==> src/rtl/uart_tx_fifo.sv <==
// UART transmitter with a small word FIFO in front of it.
// Frame format: start, DATA_BITS data bits (LSB first), optional parity, STOP_BITS stop bits.
module uart_tx_fifo #(
   parameter int unsigned CLK_FREQ   = 50000000,
   parameter int unsigned BAUD       = 115200,
   parameter int unsigned DATA_BITS  = 8,
   parameter int unsigned STOP_BITS  = 1,
   parameter int unsigned FIFO_DEPTH = 4
) (
   input  logic                          clk,
   input  logic                          rst,
   input  logic                          tx_valid,
   input  logic [DATA_BITS-1:0]          tx_data,
   output logic                          tx_ready,
   input  logic [1:0]                    parity_mode,
   output logic                          TxD,
   output logic                          TxD_busy,
   output logic [$clog2(FIFO_DEPTH):0]   fifo_count
);

   localparam int unsigned DIV    = (CLK_FREQ + BAUD / 2) / BAUD;
   localparam int unsigned BAUD_W = (DIV > 1) ? $clog2(DIV) : 1;
   localparam int unsigned PTR_W  = $clog2(FIFO_DEPTH);
   localparam int unsigned CNT_W  = PTR_W + 1;
   localparam int unsigned IDX_W  = $clog2(DATA_BITS);

   typedef enum logic [2:0] {
      IDLE   = 3'd0,
      START  = 3'd1,
      DATA   = 3'd2,
      PARITY = 3'd3,
      STOP   = 3'd4
   } fsmState_t;

   fsmState_t             state;
   fsmState_t             stateNext;

   logic [DATA_BITS-1:0]  mem [FIFO_DEPTH];
   logic [PTR_W-1:0]      wrPtr;
   logic [PTR_W-1:0]      rdPtr;
   logic [CNT_W-1:0]      countNext;
   logic [DATA_BITS-1:0]  headWord;
   logic                  fifoNotEmpty;
   logic                  pushFifo;
   logic                  popFifo;

   logic [BAUD_W-1:0]     baudCnt;
   logic                  baudTick;
   logic [DATA_BITS-1:0]  shiftReg;
   logic [IDX_W-1:0]      bitIdx;
   logic                  stopIdx;
   logic                  lastBit;
   logic                  lastStop;
   logic                  parityEn;
   logic                  parityBit;
   logic                  txdNext;

   assign headWord     = mem[rdPtr];
   assign fifoNotEmpty = (fifo_count != CNT_W'(0));
   assign pushFifo     = tx_valid && tx_ready;
   assign baudTick     = (state != IDLE) && (baudCnt == BAUD_W'(DIV - 1));
   assign lastBit      = (bitIdx == IDX_W'(DATA_BITS - 1));
   assign lastStop     = (stopIdx == 1'(STOP_BITS - 1));

   // FSM state register
   always_ff @(posedge clk) begin
      if (rst) begin
         state <= IDLE;
      end else begin
         state <= stateNext;
      end
   end

   // Next state, pop request and line level for the current bit
   always_comb begin
      stateNext = state;
      popFifo   = 1'b0;
      txdNext   = 1'b1;
      case (state)
         IDLE: begin
            if (fifoNotEmpty) begin
               popFifo   = 1'b1;
               stateNext = START;
            end
         end
         START: begin
            txdNext = 1'b0;
            if (baudTick) begin
               stateNext = DATA;
            end
         end
         DATA: begin
            txdNext = shiftReg[0];
            if (baudTick && lastBit) begin
               stateNext = parityEn ? PARITY : STOP;
            end
         end
         PARITY: begin
            txdNext = parityBit;
            if (baudTick) begin
               stateNext = STOP;
            end
         end
         STOP: begin
            txdNext = 1'b1;
            if (baudTick && lastStop) begin
               // Back-to-back frames: pop on the last stop tick with no idle gap
               if (fifoNotEmpty) begin
                  popFifo   = 1'b1;
                  stateNext = START;
               end else begin
                  stateNext = IDLE;
               end
            end
         end
         default: begin
            stateNext = IDLE;
         end
      endcase
   end

   // FIFO occupancy after this cycle's push/pop
   always_comb begin
      countNext = fifo_count;
      case ({pushFifo, popFifo})
         2'b10:   countNext = fifo_count + CNT_W'(1);
         2'b01:   countNext = fifo_count - CNT_W'(1);
         default: countNext = fifo_count;
      endcase
   end

   // FIFO storage; contents need no reset since pointers define validity
   always_ff @(posedge clk) begin
      if (pushFifo) begin
         mem[wrPtr] <= tx_data;
      end
   end

   // FIFO pointers, count and registered ready
   always_ff @(posedge clk) begin
      if (rst) begin
         wrPtr      <= '0;
         rdPtr      <= '0;
         fifo_count <= '0;
         tx_ready   <= 1'b1;
      end else begin
         if (pushFifo) begin
            wrPtr <= wrPtr + PTR_W'(1);
         end
         if (popFifo) begin
            rdPtr <= rdPtr + PTR_W'(1);
         end
         fifo_count <= countNext;
         tx_ready   <= (countNext != CNT_W'(FIFO_DEPTH));
      end
   end

   // Baud counter, parked at zero while idle
   always_ff @(posedge clk) begin
      if (rst || (state == IDLE)) begin
         baudCnt <= '0;
      end else if (baudTick) begin
         baudCnt <= '0;
      end else begin
         baudCnt <= baudCnt + BAUD_W'(1);
      end
   end

   // Shift register, bit/stop indices and parity latched at pop
   always_ff @(posedge clk) begin
      if (rst) begin
         shiftReg  <= '0;
         bitIdx    <= '0;
         stopIdx   <= 1'b0;
         parityEn  <= 1'b0;
         parityBit <= 1'b0;
      end else if (popFifo) begin
         shiftReg  <= headWord;
         bitIdx    <= '0;
         stopIdx   <= 1'b0;
         parityEn  <= (parity_mode == 2'b01) || (parity_mode == 2'b10);
         parityBit <= (parity_mode == 2'b01) ? ~(^headWord) : (^headWord);
      end else if (baudTick) begin
         if (state == DATA) begin
            shiftReg <= shiftReg >> 1;
            bitIdx   <= bitIdx + IDX_W'(1);
         end
         if (state == STOP) begin
            stopIdx <= stopIdx + 1'b1;
         end
      end
   end

   // Registered line outputs
   always_ff @(posedge clk) begin
      if (rst) begin
         TxD      <= 1'b1;
         TxD_busy <= 1'b0;
      end else begin
         TxD      <= txdNext;
         TxD_busy <= (state != IDLE);
      end
   end

endmodule

==> config.mk <==
export PLATFORM = sky130hd
export DESIGN_NAME = uart_tx_fifo
export DESIGN_NICKNAME = d
export VERILOG_FILES = /design/src/rtl/uart_tx_fifo.sv
export SDC_FILE = /design/constraint.sdc
export NUM_CORES = 1
export LEC_CHECK = 0
export CORE_MARGIN = 3
export CORE_UTILIZATION = 45
export DETAILED_ROUTE_END_ITERATION = 10
export PLACE_DENSITY = 0.69
export SETUP_SLACK_MARGIN = 0.15
export SKIP_CTS_REPAIR_TIMING = 1
export SYNTH_ARGS = -nofsm -noshare
export SYNTH_HDL_FRONTEND = slang
export SYNTH_SLANG_ARGS = --single-unit
==> constraint.sdc <==
create_clock -name clk -period 6.4 [get_ports clk]
set_input_delay 1.28 -clock clk [delete_from_list [all_inputs] [get_ports clk]]
set_output_delay 1.28 -clock clk [all_outputs]
set_load 0.05 [all_outputs]
== After elaboration in Yosys (flattened, before gate mapping) ==
Memories as Yosys holds them, arrays and structs flattened. A register that Yosys moved wholly into a read port is not among the register bits.
Cells that the tools add are included.
Storage, ports and cells
  register bits: 36
  memory bits (writable): 32
  bits of input ports: 13
  output and inout bits: 6
  logic and storage cells: 78
  memories kept: 1
Operators by class
  add/sub/neg operators: 7
  eq/ne operators: 16
  muxes and demuxes: 21
  bitwise operators: 2
  reduce and logical (&&, ||, !) cells: 18
Memories
  mem: words 4, bits a word 8, rd ports 1, clocked after Yosys merged registers in 1, wr ports 1, RTL line 38  | logic [DATA_BITS-1:0] mem [FIFO_DEPTH];
Operators by type and width (number)
  2-to-1 mux 8 bit: 3
  2-to-1 mux 3 bit: 6
  one-hot mux 3 bit (5 select lines): 1
  inequality test 2 bit, second input constant: 5
  adder 9 x 1 -> 9 bit, second input constant: 1
  equality test 9 bit, second input constant: 1
  XOR reduction 8 bit: 1
  adder 3 x 1 -> 3 bit, second input constant: 2
  equality test 3 x 2 -> 1 bit, second input constant: 2
  equality test 3 bit, second input constant: 2
  2-to-1 mux 1 bit: 6
  one-hot mux 3 bit (2 select lines): 1
  AND reduction 2 bit: 3
  nonzero test 3 bit: 2
  AND reduction 5 bit: 1
  adder 2 x 1 -> 2 bit, second input constant: 2
  equality test 2 x 1 -> 1 bit, second input constant: 2
  equality test 2 bit, second input constant: 2
  logical AND 1 bit: 4
  2-to-1 mux 2 bit: 2
  nonzero test 2 bit: 2
  OR reduction 2 bit: 2
  equality test 3 x 1 -> 1 bit, second input constant: 1
  zero test 3 bit: 1
  other kinds (7): 9

== Depth between registers and ports, before layout ==
Gate-level depths: netlist of run 1.
  depth after elaboration: 8
  mapped depth: 14
  gate-level depth less buffers: 12

== Least setup slack after synthesis of run 1 ==
No wires, ideal clock.
  kind: register to register
  from: register baudCnt[0]
  to: register tx_ready
  setup time: 0.119 ns
  arrival: 2.843 ns
  required time: 6.281 ns
  setup slack: 3.438 ns
  cell stages (with the launch flop): 14
  buffers on the path: 2
  period minus slack after synthesis: 2.962 ns
  cells stage by stage: dfxtp_1 > ha_1 > nand4b_1 > o31ai_1 > and2_1 > buf_2 > buf_2 > ha_1 > inv_1 > fa_1 > xor2_1 > or3_1 > a21oi_1 > nand2_1
On the way
  cells in the longest elaborated chain, start to end: 8
  elaborated cells between the ends (all ways): 9
  those cells by class: eq/ne (4); mux (3); reduce/logical (2)
Ends and longest elaborated chain
  start, declared: RTL line 47  | logic [BAUD_W-1:0] baudCnt;
  start signal, assigned: RTL line 165  | baudCnt <= baudCnt + BAUD_W'(1);
  equality test 9 bit *: RTL line 61  | assign baudTick = (state != IDLE) && (baudCnt == BAUD_W'(DIV - 1));
  logical AND 1 bit *: RTL line 61
  logical AND 1 bit *: RTL line 106  | if (baudTick && lastStop) begin
  2-to-1 mux 1 bit *: RTL line 106
  one-hot mux 1 bit (2 select lines) *: RTL line 79  | case (state)
  via popFifo: RTL line 45  | logic popFifo;
  equality test 2 x 1 -> 1 bit / equality test 2 bit (equally long branches): RTL line 125  | case ({pushFifo, popFifo})
  one-hot mux 3 bit (2 select lines) *: RTL line 125
  inequality test 3 bit *: RTL line 154  | tx_ready <= (countNext != CNT_W'(FIFO_DEPTH));
  end signal, assigned: RTL line 154
  end, declared: RTL line 14  | output logic tx_ready,
Mark *: on every way through the listed nets, which the timed path passes. The rest lies on a longest branch.
A chain may end at the register's enable or synchronous reset.

== Worst setup path after layout of run 1 ==
  from: register baudCnt[0]
  to: register tx_ready
On the way
  cells in the longest elaborated chain, start to end: 8
  elaborated cells between the ends (all ways): 9
  those cells by class: eq/ne (4); mux (3); reduce/logical (2)
Ends and longest elaborated chain (RTL line)
  equality test 9 bit *: 61
  logical AND 1 bit *: 61
  logical AND 1 bit *: 106
  2-to-1 mux 1 bit *: 106
  one-hot mux 1 bit (2 select lines) *: 79
  equality test 2 x 1 -> 1 bit / equality test 2 bit (equally long branches): 125
  one-hot mux 3 bit (2 select lines) *: 125
  inequality test 3 bit *: 154
Every way passes the cells marked *; elsewhere a longest branch is shown, timed or not.

==> implementation parameters, run 1 <==
Parameter                              Value

Floorplan
  Boundary pin count ... 19
  Core Area ... 6170 µm²
  Vertical die dimension ... 87.3 µm
  Starting density of the core ... 0.482
  DIE WIDTH ... 87.3 µm
  DIE AREA ... 7620 µm²
  Placement Rows ... 28

Pwr
  Combinational Power Share ... 0.308
  Highest ir drop seen on vdd ... 0.283 mV
  Switching Fraction ... 0.323
  Power spent charging and discharging nets ... 487 µW
  Clock network power share ... 0.294
  Total power after layout ... 1.51 mW
  Total power per unit cell area ... 435 nW/µm²
  Relative contribution of sequential cells to total power ... 0.398
  P_leak ... 1.23 nW
  Internal power ... 1.02 mW

Synthesis
  Fraction of registers with async set/reset ... 0
  Prevailing post-synth register cell ... dfxtp_1
  Synthesized Nets ... 266
  Number of distinct library cells after synthesis ... 45
  Post-synthesis area per instance ... 12.3 µm²
  Post-synthesis register bit count ... 70
  Cell count after synthesis ... 242
  Ys Warns ... 0
  Post-synth EDFFs ... 32
  Sequential cell area fraction in the yosys report ... 0.579
  Netlist area before placement ... 2970 µm²

Placement
  Total of buffers placed on input and output ports ... 18
  Area of placed instances ... 3210 µm²
  Estimated wirelength of the detail-placed design ... 3350 µm
  Final weighted congestion of routability-driven global placement ... 0.711
  Count of placed standard cells including taps ... 326

Setup path
  Launching element type of the critical path ... flip-flop
  Ordered cell list for the critical path ... ha_1 -> nand4b_1 -> o31ai_1 -> and2_1 -> ha_1 -> inv_1 -> fa_1 -> xor2_1 -> or3_1 -> a21oi_1 -> nand2_1
  WP data arrival ... 3.77 ns
  Required time of the worst setup path ... 6.63 ns
  Crit path buf inv count ... 1
  Crit-path max FO ... 19
  Critical path type ... reg2reg
  Top cell by count, worst path ... ha_1
  Critical path's largest stage delay ... 0.67 ns
  Cell class contributing the biggest share of worst-path delay ... simple AND/OR/NAND/NOR gates
  Highest-delay cell along the critical path ... and2_1
  Sort of element at the end of the critical path ... flip-flop

Detailed routing
  Number of DRC markers in iteration 0 ... 87
  Remaining antenna violation count ... 0
  Routed length on met2 ... 2490 µm
  DRC viols ... 0
  Met3 Wirelength ... 209 µm
  Vias after detailed routing ... 1865
  Per-cell routed wire length ... 14.7 µm
  Final wirelength ... 5020 µm
  Via density per instance ... 5.45
  Number of detailed-routing iterations run before antenna repair ... 4
  DR top layer ... met4
  Detailed-routing wirelength on met1 ... 2240 µm

Layout
  Final instance area ... 3460 µm²
  Diode count ... 0
  Share of post-route cells with drive strength above 1 ... 0.0936
  Number of nets in the finished design ... 286
  Final Non-Filler Cells ... 342
  Area overhead of the layout relative to synthesis ... 16.5%
  Fraction of the core area covered by cells at the end of the flow ... 0.562

STA
  Maximum clock frequency ... 283 MHz
  Post-Route Skew ... 0.00651 ns
  Fraction of the cycle the final worst path needs ... 0.552
  Remaining max-slew budget at the tightest pin ... 0.301
  Slew at the pin closest to its max-slew limit ... 1.05 ns
  Total of endpoints with negative setup slack in the final report ... 0
  Setup TNS Final ... 0 ns
  Number of pins with negative max-slew slack in the final report ... 0
  Fin crit period ... 3.53 ns
  Number of endpoints with negative hold slack in the final report ... 0
  Setup repair after global routing missed its margin ... no

Clocking
  Number of buffers created by CTS ... 9
  Clock latency of the later-clocked register in the worst-skew pair ... 0.35 ns
  Root buffer selected by CTS ... clkbuf_8
  Maximum clock insertion buffer count ... 2
  Clock H-tree levels ... 3
  Sink Count ... 70
  Clock-pin slew of the registers on the worst-case setup and hold paths ... 0.08 ns
  CTS tree ... yes

GRT
  Pin count of the biggest net entering global routing ... 30
  Global-route congestion overflow total ... 0
  Initial antenna violation count ... 0
  Via count of the first global-routing pass ... 1786
  Overall global routing resource usage ... 0.147
  First-pass GRT wire length ... 8380 µm

Flow run
  Max capacitance violation total ... 0

Run status
  Status ... finished clean

Min path
  Hold crit path type ... reg2reg
## metrics by stage
step                      hold slack (ns)  setup WS, ns
after floorplan                     0.437          3.44
after global placement              0.443          3.06
after detailed placement            0.452          2.93
after CTS                           0.462          2.87
after global routing                0.471          2.44
final                               0.460          2.87
## worst reg2reg max path, cell delays in order, from the launching register on
cell	delay (ns)
dfxtp_1	0.40
ha_1	0.17
nand4b_1	0.18
o31ai_1	0.51
and2_1	0.68
ha_1	0.33
inv_1	0.07
fa_1	0.37
xor2_1	0.16
or3_1	0.30
a21oi_1	0.18
nand2_1	0.07
## cells in the final DEF, fill, tap and decap left out, types with 2 or more instances in the layout
| cell | Yosys | routed |
|---|---|---|
| a211oi_1 | 2 | 2 |
| a21oi_1 | 16 | 16 |
| a22oi_1 | 7 | 7 |
| and2_1 | 2 | 2 |
| and3_1 | 6 | 6 |
| bufinv_16 | 0 | 3 |
| clkbuf_8 | 0 | 9 |
| clkdlybuf4s50_1 | 0 | 18 |
| dfxtp_1 | 38 | 38 |
| edfxtp_1 | 32 | 32 |
| ha_1 | 10 | 10 |
| inv_1 | 11 | 11 |
| inv_6 | 0 | 3 |
| mux2i_1 | 2 | 2 |
| mux4_1 | 6 | 6 |
| mux4_2 | 2 | 2 |
| nand2_1 | 18 | 18 |
| nand3_1 | 6 | 6 |
| nand4_1 | 2 | 2 |
| nand4b_1 | 2 | 2 |
| nor2_1 | 21 | 21 |
| nor3_1 | 4 | 4 |
| nor4_1 | 3 | 2 |
| o21ai_0 | 4 | 4 |
| or3_1 | 3 | 3 |
| xnor2_1 | 8 | 8 |
| xor2_1 | 9 | 9 |
## layout make-up
| class | count | area, µm² |
|---|---|---|
| Clock inverter | 7 | 128 |
| Timing Repair Buffer | 19 | 188 |
| Sequential cell | 70 | 1720 |
| Inverter | 11 | 41.3 |
| Tap cell | 75 | 93.8 |
| Multi-Input combinational cell | 151 | 1170 |
| Fill cell | 533 | 2700 |
| Clock buffer | 9 | 124 |
## layer usage
layer,vias up,global-route usage
met5,-,0
met4,0,0.0656
met3,9,0.0587
met2,39,0.238
met1,896,0.172
li1,921,-
## final timing paths
kind / from / to / slack, ns / cells past startpoint
setup reg to reg: baudCnt[0] / tx_ready / 2.87 / 11
hold reg to reg: shiftReg[1] / shiftReg[1] / 0.46 / 2
hold / removal: shiftReg[1] / shiftReg[1] / 0.46 / 2
setup / recovery: baudCnt[0] / tx_ready / 2.87 / 11
## registers in the layout (all words and copies together) (netlist names), 2 cells and up, named ones only
| name | count |
|---|---|
| state | 3 |
| wrPtr | 2 |
| mem | 32 |
| bitIdx | 3 |
| baudCnt | 9 |
| rdPtr | 2 |
| fifo_count | 3 |
| shiftReg | 8 |
## logic make-up after synthesis
group / Yosys count / synth area share
XOR/XNOR: 19 / 0.0631
adder cells (fa/ha/maj): 11 / 0.0488
AND/OR/NAND/NOR: 74 / 0.125
buffers and inverters: 21 / 0.0303
flip-flops: 70 / 0.579
multiplexers: 10 / 0.0749
AO/OA/AOI/OAI: 37 / 0.0791
## synth_stat cells (2+ instances only)
| cell type | count | area share |
|---|---|---|
| dfxtp_1 | 38 | 0.26 |
| edfxtp_1 | 32 | 0.32 |
| nor2_1 | 21 | 0.027 |
| nand2_1 | 18 | 0.023 |
| a21oi_1 | 16 | 0.027 |
| inv_1 | 11 | 0.014 |
| ha_1 | 10 | 0.042 |
| xor2_1 | 9 | 0.027 |
| xnor2_1 | 8 | 0.024 |
| a22oi_1 | 7 | 0.018 |
| and3_1 | 6 | 0.013 |
| clkbuf_1 | 6 | 0.0076 |
| mux4_1 | 6 | 0.053 |
| nand3_1 | 6 | 0.010 |
| nor3_1 | 4 | 0.0067 |
| o21ai_0 | 4 | 0.0067 |
| nor4_1 | 3 | 0.0063 |
| or3_1 | 3 | 0.0063 |
| a211oi_1 | 2 | 0.0050 |
| and2_1 | 2 | 0.0042 |
| buf_2 | 2 | 0.0034 |
| mux2i_1 | 2 | 0.0067 |
| mux4_2 | 2 | 0.015 |
| nand4_1 | 2 | 0.0042 |
| nand4b_1 | 2 | 0.0059 |
## power by group through the flow
stage | Combinational, mW | Sequential [mW] | Clock [mW]
6_report | 0.464 | 0.599 | 0.443
5_1_grt | 0.514 | 0.609 | 0.473
4_1_cts | 0.466 | 0.599 | 0.454
3_5_place_dp | 0.462 | 0.609 | 0
3_3_place_gp | 0.452 | 0.605 | 0
2_1_floorplan | 0.355 | 0.620 | 0
Power figures use the tool's default switching activity.
==> run 2, diff against run 1 <==
--- a/config.mk
+++ b/config.mk
@@ -8,7 +8,7 @@
 export CORE_MARGIN = 3
 export CORE_UTILIZATION = 45
 export DETAILED_ROUTE_END_ITERATION = 10
-export PLACE_DENSITY = 0.69
+export PLACE_DENSITY = 0.72
 export SETUP_SLACK_MARGIN = 0.15
 export SKIP_CTS_REPAIR_TIMING = 1
 export SYNTH_ARGS = -nofsm -noshare
==> constraint.sdc (replaced) <==
create_clock -name clk -period 2.9 [get_ports clk]
set_input_delay 0.58 -clock clk [delete_from_list [all_inputs] [get_ports clk]]
set_output_delay 0.58 -clock clk [all_outputs]
set_load 0.05 [all_outputs]
==> run 2 against run 1 <==
Cell count up 1.5%. Sequential power up 120%. Non-clock buffer count up 5. Maximum frequency up 38%. Clock power up 63%. Sequential cell count unchanged. Power up 110%. Worst setup slack worse by 2.5 ns. Clock skew down 0.0010 ns. Worst hold slack worse by 0.010 ns. Via count down 2.3%. First-iteration DRC count up 3.4%.
==> implementation parameters, run 2 (synthesized netlist as in run 1, its figures left out) <==
Parameter                              Value

Run status
  Status ... finished clean

Placement
  Area of placed instances ... 3260 µm²
  Total of buffers placed on input and output ports ... 18
  Final weighted congestion of routability-driven global placement ... 0.761
  Count of placed standard cells including taps ... 330
  Estimated wirelength of the detail-placed design ... 3400 µm
  Worst slack at placement ... 0.218 ns

Detailed routing
  Remaining antenna violation count ... 0
  Vias after detailed routing ... 1822
  Via density per instance ... 5.25
  DRC viols ... 0
  Number of detailed-routing iterations run before antenna repair ... 5
  Per-cell routed wire length ... 14.3 µm
  Number of DRC markers in iteration 0 ... 90
  Final wirelength ... 4980 µm

Pwr
  Switching Fraction ... 0.349
  Total power per unit cell area ... 893 nW/µm²
  Total power after layout ... 3.09 mW
  Combinational Power Share ... 0.342
  Clock network power share ... 0.234
  Internal power ... 2.01 mW
  Relative contribution of sequential cells to total power ... 0.424
  Power spent charging and discharging nets ... 1.08 mW
  P_leak ... 1.22 nW
  Highest ir drop seen on vdd ... 0.467 mV

Clocking
  Number of buffers created by CTS ... 9
  Clock latency of the later-clocked register in the worst-skew pair ... 0.35 ns
  CTS tree ... yes
  Sink Count ... 70
  Root buffer selected by CTS ... clkbuf_8
  Maximum clock insertion buffer count ... 2
  Clock H-tree levels ... 3
  Clock-pin slew of the registers on the worst-case setup and hold paths ... 0.08 ns

Setup path
  Crit-path max FO ... 4
  Sort of element at the end of the critical path ... flip-flop
  Reg-to-reg critical path endpoint ... tx_ready
  Launching element type of the critical path ... flip-flop
  Launch point of the worst reg-to-reg path ... baudCnt[1]
  Worst R2R Setup Slack ... 0.34 ns
  Required time of the worst setup path ... 3.15 ns
  WP data arrival ... 2.81 ns
  Count of cells along the worst register-to-register path ... 12
  Critical path type ... reg2reg

Layout
  Number of nets in the finished design ... 291
  Register name with the most flops ... mem
  Fraction of the core area covered by cells at the end of the flow ... 0.561
  Final instance area ... 3460 µm²
  Share of post-route cells with drive strength above 1 ... 0.136
  Sequential Area ... 1730 µm²
  Multi-input gate area ... 1190 µm²
  Final Non-Filler Cells ... 347
  Total of fill cells in the finished design ... 525
  Flip-flop count of the largest register, all copies and words added ... 32
  Diode count ... 0
  Top library cells by usage in the layout, fill and taps aside ... 34 x dfxtp_1, 32 x edfxtp_1, 21 x nor2_1
  Area overhead of the layout relative to synthesis ... 16.4%
  Most common cell after layout, fill and taps aside ... dfxtp_1
  Top flop regs ... mem x32, baudCnt x9, shiftReg x8

STA
  Remaining max-slew budget at the tightest pin ... 0.605
  Fin crit period ... 2.56 ns
  Setup TNS Final ... 0 ns
  Hold Slack ... 0.450 ns
  Maximum clock frequency ... 391 MHz
  Fraction of the cycle the final worst path needs ... 0.881
  Number of endpoints with negative hold slack in the final report ... 0
  Post-route setup slack ... 0.345 ns
  Setup repair after global routing missed its margin ... no
  Total of endpoints with negative setup slack in the final report ... 0
  Slew at the pin closest to its max-slew limit ... 0.592 ns
  Number of pins with negative max-slew slack in the final report ... 0
  Post-Route Skew ... 0.00551 ns

GRT
  Overall global routing resource usage ... 0.148
  First-pass GRT wire length ... 8420 µm
  Pin count of the biggest net entering global routing ... 19
  Global-route congestion overflow total ... 0
  Initial antenna violation count ... 0
  Via count of the first global-routing pass ... 1819

Floorplan
  DIE AREA ... 7620 µm²
  Vertical die dimension ... 87.3 µm
  Core Area ... 6170 µm²
  DIE WIDTH ... 87.3 µm
  Boundary pin count ... 19
  Placement Rows ... 28
  Starting density of the core ... 0.482

Flow run
  Max capacitance violation total ... 0

Min path
  Destination of the worst hold path ... baudCnt[0]
  Hold Path Stages ... 1
  Hold crit path type ... reg2reg
  Launch point of the worst hold path ... baudCnt[0]
[run 2: power by group through the flow]
stage	Combinational (mW)	Clock [mW]	Sequential, mW
after floorplan	0.806	0	1.37
after global placement	1.04	0	1.33
after detailed placement	1.05	0	1.33
after CTS	1.06	0.749	1.31
after global routing	1.18	0.786	1.33
final	1.06	0.724	1.31
[run 2: how the worst max path moves through the flow]
stage               startpoint  slack (ns)  cells past startpoint  endpoint
floorplan           baudCnt[1]        0.15                     14  tx_ready
global placement      tx_valid        0.29                      9  tx_ready
detailed placement    tx_valid        0.22                      9  tx_ready
CTS                 baudCnt[1]        0.23                     12  tx_ready
global route        baudCnt[1]        0.15                     12  tx_ready
finish              baudCnt[1]        0.34                     12  tx_ready
[run 2: critical path: stages (launching register included)]
cell and delay, ns:
dfxtp_1 0.34, inv_1 0.06, ha_1 0.13, nand4b_1 0.20
o31ai_4 0.24, and2_1 0.18, ha_1 0.18, inv_1 0.06
fa_1 0.37, xor2_1 0.16, or3_1 0.33, a21oi_2 0.16
nand2_1 0.05
[run 2: routing by layer]
| layer | vias up | track usage | part of all wire |
|---|---|---|---|
| li1 | 933 | - | - |
| met1 | 846 | 0.183 | 0.48 |
| met2 | 30 | 0.223 | 0.45 |
| met3 | 13 | 0.0530 | 0.042 |
| met4 | 0 | 0.0837 | 0.029 |
| met5 | - | 0 | 0 |
[run 2: final cells by class]
cell class                      instances  share of cell area
Inverter                               11              0.0119
Clock inverter                          7              0.0170
Clock buffer                            9              0.0358
Sequential cell                        70               0.499
Tap cell                               75              0.0271
Timing Repair Buffer                   24              0.0651
Multi-Input combinational cell        151               0.344
==> run 3, diff against run 2 <==
--- a/config.mk
+++ b/config.mk
@@ -7,8 +7,11 @@
 export LEC_CHECK = 0
 export CORE_MARGIN = 3
 export CORE_UTILIZATION = 45
+export CTS_CLUSTER_SIZE = 25
 export DETAILED_ROUTE_END_ITERATION = 10
+export MAX_ROUTING_LAYER = met4
 export PLACE_DENSITY = 0.72
+export REMOVE_ABC_BUFFERS = 1
 export SETUP_SLACK_MARGIN = 0.15
 export SKIP_CTS_REPAIR_TIMING = 1
 export SYNTH_ARGS = -nofsm -noshare
==> run 3 against run 2 <==
Critical path depth unchanged. Count of clock-buffer cells in the layout unchanged. Largest power group unchanged. Power grew 3.0%. Clock power up 6.4%.
==> implementation parameters, run 3 (synthesized netlist as in run 1, its figures left out) <==
Parameter                              Value

Run status
  Status ... finished clean

Clocking
  Clock-pin slew of the registers on the worst-case setup and hold paths ... 0.08 ns
  Maximum clock insertion buffer count ... 2
  CTS tree ... yes
  Sink Count ... 70
  Root buffer selected by CTS ... clkbuf_8
  Clock latency of the later-clocked register in the worst-skew pair ... 0.36 ns
  Number of buffers created by CTS ... 9
  Clock H-tree levels ... 3

Setup path
  Crit path launch ... baudCnt[1]
  Required time of the worst setup path ... 3.15 ns
  Count of cells along the worst register-to-register path ... 12
  Critical path type ... reg2reg
  Launch point of the worst reg-to-reg path ... baudCnt[1]
  WP data arrival ... 2.83 ns
  Launching element type of the critical path ... flip-flop
  End of the critical path ... tx_ready
  Sort of element at the end of the critical path ... flip-flop
  Worst R2R Setup Slack ... 0.32 ns
  Reg-to-reg critical path endpoint ... tx_ready
  Crit-path max FO ... 4

Min path
  Hold crit path type ... reg2reg

STA
  Fraction of the cycle the final worst path needs ... 0.889
  Post-Route Skew ... 0.00437 ns
  Slew at the pin closest to its max-slew limit ... 0.581 ns
  Number of pins with negative max-slew slack in the final report ... 0
  Number of endpoints with negative hold slack in the final report ... 0
  Fin crit period ... 2.58 ns
  Hold Slack ... 0.451 ns
  Remaining max-slew budget at the tightest pin ... 0.610
  Maximum clock frequency ... 388 MHz
  Setup repair after global routing missed its margin ... yes
  Total of endpoints with negative setup slack in the final report ... 0

Floorplan
  Boundary pin count ... 19
  Starting density of the core ... 0.482
  DIE AREA ... 7620 µm²
  DIE WIDTH ... 87.3 µm
  Core Area ... 6170 µm²
  Placement Rows ... 28
  Vertical die dimension ... 87.3 µm

Layout
  Flip-flop count of the largest register, all copies and words added ... 32
  Share of post-route cells with drive strength above 1 ... 0.136
  Number of nets in the finished design ... 291
  Top flop regs ... mem x32, baudCnt x9, shiftReg x8
  Most common cell after layout, fill and taps aside ... dfxtp_1
  Diode count ... 0
  Top library cells by usage in the layout, fill and taps aside ... 36 x dfxtp_1, 32 x edfxtp_1, 21 x nor2_1
  Register name with the most flops ... mem
  Area overhead of the layout relative to synthesis ... 17.0%

Pwr
  P_leak ... 1.23 nW
  Highest ir drop seen on vdd ... 0.506 mV
  Total power per unit cell area ... 914 nW/µm²
  Total power after layout ... 3.18 mW

Detailed routing
  Per-cell routed wire length ... 13.9 µm
  Number of DRC markers in iteration 0 ... 88
  DRC viols ... 0
  Via density per instance ... 5.37
  Remaining antenna violation count ... 0
  Number of detailed-routing iterations run before antenna repair ... 4
  Final wirelength ... 4820 µm
  Vias after detailed routing ... 1865

GRT
  Via count of the first global-routing pass ... 1818
  Global-route congestion overflow total ... 0
  Initial antenna violation count ... 0
  Overall global routing resource usage ... 0.153
  Pin count of the biggest net entering global routing ... 19
  First-pass GRT wire length ... 8580 µm

Flow run
  Max capacitance violation total ... 0

Placement
  Estimated wirelength of the detail-placed design ... 3330 µm
  Final weighted congestion of routability-driven global placement ... 0.768
  Total of buffers placed on input and output ports ... 18
==> run 3: cell count changes in the layout (fill, tap and decap cells not counted), sizes merged <==
cell | before | now
inv | 13 | 16
clkinv | 4 | 2
clkinvlp | 1 | 0
==> run 3: worst min path at each step <==
stage                           start          end  slack, ns  depth (start not counted)
final                      baudCnt[0]   baudCnt[0]       0.45                          1
after global routing       baudCnt[0]   baudCnt[0]       0.47                          1
after CTS                 shiftReg[3]  shiftReg[3]       0.46                          2
after detailed placement  shiftReg[3]  shiftReg[3]       0.45                          2
after global placement    shiftReg[6]  shiftReg[6]       0.45                          2
after floorplan           shiftReg[0]  shiftReg[0]       0.43                          2
==> run 3: per-layer routing <==
metal	vias to the layer above	global-route usage	wire length, µm
li1	931	-	-
met1	888	0.186	2240
met2	34	0.229	2260
met3	12	0.0605	227
met4	0	0.0614	89
met5	-	-	0
==> run 3: through the flow <==
| step | std cells | instance area (µm²) | utilization | setup slack, ns | setup TNS [ns] |
|---|---|---|---|---|---|
| 2_1_floorplan | 232 | 2930 | - | -0.0823 | -0.0823 |
| 3_3_place_gp | 331 | 3250 | 0.527 | 0.251 | 0 |
| 3_5_place_dp | 331 | 3250 | 0.527 | 0.239 | 0 |
| 4_1_cts | 347 | 3450 | 0.560 | 0.207 | 0 |
| 5_1_grt | 347 | 3480 | 0.564 | 0.128 | 0 |
| 6_report | 347 | 3480 | 0.564 | 0.322 | 0 |
==> run 3: critical path: stages (launching register included) <==
cell	delay, ns
dfxtp_2	0.34
inv_1	0.05
ha_1	0.12
nand4b_1	0.18
o31ai_2	0.36
and2_4	0.21
ha_4	0.13
inv_1	0.04
fa_2	0.32
xor2_1	0.15
or3_1	0.36
a21oi_2	0.14
nand2_1	0.06
==> run 3: where the power goes <==
group	switching [mW]	internal [mW]
clock	0.428	0.342
sequential	0.0990	1.20
combinational	0.588	0.525
total	1.11	2.07
==> run 3: layout make-up <==
| type | count | area, µm² |
|---|---|---|
| Inverter | 11 | 41.3 |
| Tap cell | 75 | 93.8 |
| Multi-Input combinational cell | 151 | 1190 |
| Fill cell | 522 | 2690 |
| Clock buffer | 9 | 124 |
| Clock inverter | 7 | 76.3 |
| Sequential cell | 70 | 1720 |
| Timing Repair Buffer | 24 | 225 |
